===== src/rtl/rot_pkg.sv =====
// Shared definitions for the rotary-count BCD display path.
package rot_pkg;

  localparam int unsigned ROT_CNT_WIDTH  = 32;
  localparam int unsigned ROT_BCD_DIGITS = 10;

  typedef enum logic {
    IDLE  = 1'b0,
    SHIFT = 1'b1
  } bcd_state_t;

endpackage : rot_pkg


===== src/rtl/bcd_add3.sv =====
// Double-dabble correction cell: adds 3 to a BCD digit of 5 or more.
module bcd_add3 (
  input  logic [3:0] din_i,
  output logic [3:0] dout_o
);

  assign dout_o = (din_i >= 4'd5) ? din_i + 4'd3 : din_i;

endmodule : bcd_add3


===== src/rtl/rot_count_bcd.sv =====
// Signed rotary count to sign + packed BCD magnitude, one double-dabble
// step per clock, with a leading-zero blanking mask.
module rot_count_bcd
  import rot_pkg::*;
#(
  parameter int unsigned WIDTH  = ROT_CNT_WIDTH,
  parameter int unsigned DIGITS = ROT_BCD_DIGITS
) (
  input  logic                  clk,
  input  logic                  reset,
  input  logic [WIDTH-1:0]      count,
  input  logic                  in_valid,
  output logic                  in_ready,
  output logic [4*DIGITS-1:0]   bcd,
  output logic                  sign,
  output logic [DIGITS-1:0]     digit_en,
  output logic                  done,
  output logic                  busy
);

  localparam int unsigned ITER_W = $clog2(WIDTH);
  localparam int unsigned BCD_W  = 4 * DIGITS;

  bcd_state_t          state_q, state_d;
  logic                sign_r_q, sign_r_d;
  logic [WIDTH-1:0]    bin_q, bin_d;
  logic [BCD_W-1:0]    bcd_sr_q, bcd_sr_d;
  logic [ITER_W-1:0]   iter_q, iter_d;
  logic [BCD_W-1:0]    bcd_q, bcd_d;
  logic                sign_q, sign_d;
  logic [DIGITS-1:0]   en_q, en_d;
  logic                done_q, done_d;

  logic [BCD_W-1:0]    bcd_adj;
  logic [BCD_W-1:0]    bcd_shift;
  logic [DIGITS-1:0]   en_calc;
  logic                any_nz;

  // Parallel add-3 correction on every digit ahead of the shift
  for (genvar g = 0; g < int'(DIGITS); g++) begin : g_add3
    bcd_add3 u_add3 (
      .din_i  (bcd_sr_q[4*g +: 4]),
      .dout_o (bcd_adj[4*g +: 4])
    );
  end

  always_ff @(posedge clk or posedge reset) begin
    if (reset) begin
      state_q  <= IDLE;
      sign_r_q <= 1'b0;
      bin_q    <= '0;
      bcd_sr_q <= '0;
      iter_q   <= '0;
      bcd_q    <= '0;
      sign_q   <= 1'b0;
      en_q     <= DIGITS'(1);
      done_q   <= 1'b0;
    end else begin
      state_q  <= state_d;
      sign_r_q <= sign_r_d;
      bin_q    <= bin_d;
      bcd_sr_q <= bcd_sr_d;
      iter_q   <= iter_d;
      bcd_q    <= bcd_d;
      sign_q   <= sign_d;
      en_q     <= en_d;
      done_q   <= done_d;
    end
  end

  always_comb begin
    state_d  = state_q;
    sign_r_d = sign_r_q;
    bin_d    = bin_q;
    bcd_sr_d = bcd_sr_q;
    iter_d   = iter_q;
    bcd_d    = bcd_q;
    sign_d   = sign_q;
    en_d     = en_q;
    done_d   = 1'b0;
    any_nz   = 1'b0;
    en_calc  = '0;

    bcd_shift = {bcd_adj[BCD_W-2:0], bin_q[WIDTH-1]};

    // A digit is significant if it or any more-significant digit is nonzero
    for (int i = int'(DIGITS) - 1; i >= 0; i--) begin
      any_nz     = any_nz | (|bcd_shift[4*i +: 4]);
      en_calc[i] = any_nz;
    end
    en_calc[0] = 1'b1;

    case (state_q)
      IDLE: begin
        if (in_valid) begin
          sign_r_d = count[WIDTH-1];
          bin_d    = count[WIDTH-1] ? WIDTH'(~count + WIDTH'(1)) : count;
          bcd_sr_d = '0;
          iter_d   = '0;
          state_d  = SHIFT;
        end
      end
      SHIFT: begin
        bcd_sr_d = bcd_shift;
        bin_d    = {bin_q[WIDTH-2:0], 1'b0};
        iter_d   = iter_q + ITER_W'(1);
        if (iter_q == ITER_W'(WIDTH - 1)) begin
          bcd_d   = bcd_shift;
          sign_d  = sign_r_q;
          en_d    = en_calc;
          done_d  = 1'b1;
          state_d = IDLE;
        end
      end
      default: state_d = IDLE;
    endcase
  end

  assign in_ready = (state_q == IDLE);
  assign busy     = (state_q == SHIFT);
  assign bcd      = bcd_q;
  assign sign     = sign_q;
  assign digit_en = en_q;
  assign done     = done_q;

endmodule : rot_count_bcd


===== config.mk =====
export PLATFORM = sky130hd
export DESIGN_NAME = rot_count_bcd
export DESIGN_NICKNAME = d
export VERILOG_FILES = /design/src/rtl/rot_pkg.sv /design/src/rtl/bcd_add3.sv /design/src/rtl/rot_count_bcd.sv
export SDC_FILE = /design/constraint.sdc
export NUM_CORES = 1
export LEC_CHECK = 0
export ABC_AREA = 1
export ABC_CLOCK_PERIOD_IN_PS = 9700
export CAP_MARGIN = 25
export CORE_MARGIN = 2
export CORE_UTILIZATION = 55
export CTS_CLUSTER_SIZE = 20
export DETAILED_ROUTE_END_ITERATION = 10
export PLACE_DENSITY = 0.8
export REMOVE_ABC_BUFFERS = 1
export SLEW_MARGIN = 0
export SYNTH_ARGS = -nofsm -noshare
export SYNTH_HDL_FRONTEND = slang
export SYNTH_SLANG_ARGS = --single-unit

===== constraint.sdc =====
create_clock -name clk -period 9.7 [get_ports clk]
set_clock_uncertainty 0.15 [all_clocks]
set_input_delay 0.97 -clock clk [delete_from_list [all_inputs] [get_ports clk]]
set_output_delay 0.97 -clock clk [all_outputs]
set_load 0.05 [all_outputs]

==> results_dict.tcl <==
set metrics [dict create \
    diodes 0 \
    grt_overflow 0 \
    gp_congestion 0.900 \
    io_buffers 87 \
    cp_max_fo 43 \
    worst_slew_pin_slew_ns 0.778 \
    cts_tree "built" \
    drt-initial-drc-count 446 \
    path_buf_inv 3 \
    fin_crit_ns 3.77 \
    areaGrowthSynthToFinish_pct 24.8 \
    numCtsBuffers 17 \
    max_stage_delay_ns 0.95 \
    ys_seq_area_frac 0.484 \
    cts_max_level 4 \
    track_usage 0.258 \
    vdd_drop_max_uv 118 \
    endpoint_kind "primary output" \
    setup_tns_ns 0 \
    post_drt_wl_per_cell_um 15.0 \
    synth_flop_cell "dfrtp_1" \
    dp_hpwl_um 10900 \
    ys_ff_latch 130 \
    core_um2 12000 \
    required_ns 8.58 \
    cap_violations 0 \
    clk_pin_slew_ns 0.06 \
    hold_viol 0 \
    yosysWarnings 0 \
    clock_path_buffers 2 \
    synth-edff-count 0 \
    clock-root-buffer "clkbuf_16" \
    postSynth.asyncResetShare 1.00 \
    path_depth 3 \
    critPathTopFamily "buffers and inverters" \
    min_path_type "flip-flop to flip-flop" \
    drt-total-wl_um 15800 \
    cp_slowest_cell "clkdlybuf4s50_1" \
    routed_via_density 5.70 \
    die_h_um 115 \
    rsz0062_at_grt "false" \
    dr.pass1.iters 5 \
    fillers 906 \
    final_cells 1050 \
    synthCells 810 \
    post_cts_resized 0 \
    start_util 0.562 \
    synth.distinct_cells 41 \
    ant_nets 0 \
    drive_gt1_frac 0.0653 \
    antenna_found_initial 0 \
    p_leak_nw 3.91 \
    grt_max_degree 94 \
    dp.cells 1017 \
    crit_type "flip-flop to primary output" \
    crit_path_cell_trace "buf_4, inv_2, clkdlybuf4s50_1" \
    seq_area_um2 3250 \
    dieArea_um2 13100 \
    setup_viol 0 \
    ctsHoldBuffers 0 \
    worstSetupStartpointType "flip-flop" \
    rows 40 \
    clock_sinks 130 \
    max_slew_margin 0.481 \
    ioPinCount 89 \
    slew_viol_final 0 \
    timing.fmax_mhz 265 \
    nets 948 \
    multiInputGateArea_um2 3000 \
    syn_area_per_cell_um2 8.30 \
    layout_common_cells "nand2_1, dfrtp_1, clkdlybuf4s50_1" \
    grt_pass1_wl_um 27100 \
    post_cts_buffers 0 \
    grt_pass1_vias 5949 \
    fp.dieW_um 115 \
    p_per_area_nw_per_um2 368 \
    reg2reg_depth 8 \
    clk_latency_ns 0.42 \
    outcome "finished clean" \
    crit_arrival_ns 2.65 \
    dr_total_vias 5989 \
    synth_area_um2 6720 \
    fin_crit_sh 0.388 \
    drc_errors 0 \
    final_common_cell "nand2_1" \
    hold_depth 2 \
]
-- worst paths after layout --
path	startpoint	endpoint	slack [ns]
setup / recovery	busy	in_ready	5.93
hold / removal	bcd[10]	bcd[10]	0.33
setup reg to reg	busy	bin_q[31]	6.65
hold reg to reg	bcd[10]	bcd[10]	0.33
max in group asynchronous	reset	bcd_sr_q[23]	7.57
min in group asynchronous	reset	bcd[3]	0.84
-- through the flow --
step / hold slack, ns / power [mW] / worst slack (ns) / instance area (um^2) / util
6_report: 0.331 / 3.09 / 5.93 / 8390 / 0.701
5_1_grt: 0.362 / 3.29 / 5.79 / 8390 / 0.701
4_1_cts: 0.335 / 3.09 / 5.92 / 8360 / 0.699
3_5_place_dp: 0.320 / 2.34 / 6.38 / 7680 / 0.642
3_3_place_gp: 0.314 / 2.26 / 6.42 / 7680 / 0.642
2_1_floorplan: 0.301 / 1.90 / 5.11 / 6580 / -
-- worst reg2reg max path, delay by kind of cell, from the launching register on --
kind / cells / cell delay (ns)
buf+inv: 3 / 1.32
simple gates: 4 / 1.00
flops: 1 / 0.37
compound gates: 1 / 0.11
-- kinds of logic after synthesis --
family,share of synthesized area
flip-flops,0.484
AND/OR/NAND/NOR,0.205
buffers and inverters,0.0700
adder cells (fa/ha/maj),0.0428
XOR/XNOR,0.0300
other,0.000558
AO/OA/AOI/OAI,0.167
-- power breakdown --
| part | switching (mW) | total [mW] | internal (mW) | leakage, nW |
|---|---|---|---|---|
| logic | 0.956 | 1.43 | 0.473 | 1.93 |
| clock network | 0.234 | 0.731 | 0.497 | 0.329 |
| registers | 0.145 | 0.928 | 0.784 | 1.65 |
| total | 1.33 | 3.09 | 1.75 | 3.91 |
-- final cells by class --
class / count / area share
Timing Repair Buffer: 93 / 0.112
Clock inverter: 8 / 0.0203
Clock buffer: 24 / 0.0610
Inverter: 88 / 0.0397
Multi-Input combinational cell: 560 / 0.358
Sequential cell: 130 / 0.388
Tap cell: 147 / 0.0219
-- Yosys cell counts, drive strengths merged (4+ instances only) --
master | instances | share of area
xor2 | 21 | 0.027
ha | 23 | 0.043
clkbuf | 27 | 0.016
nand3 | 43 | 0.034
dfrtp | 130 | 0.48
nand2 | 185 | 0.10
nand4 | 19 | 0.018
inv | 87 | 0.049
a22oi | 22 | 0.025
a21oi | 18 | 0.013
nor3 | 13 | 0.013
o211ai | 5 | 0.0056
o22ai | 39 | 0.036
o311ai | 4 | 0.0052
nor2 | 51 | 0.030
buf | 5 | 0.0052
o21ai | 101 | 0.075
-- flip-flops by register name (all words and copies together) (netlist names) --
signal,cells
done,1
busy,1
sign_r_q,1
bin_q,32
bcd_sr_q,40
bcd,40
digit_en,9
iter_q,5
sign,1
-- layer usage --
metal  vias to the layer above  GRT usage  wire length [um]
li1                       2897          -                 -
met1                      2870      0.307              6790
met2                       193      0.456              7970
met3                        29     0.0704               783
met4                         0     0.0740               237
met5                         -          0                 0
Power figures use the tool's default switching activity.
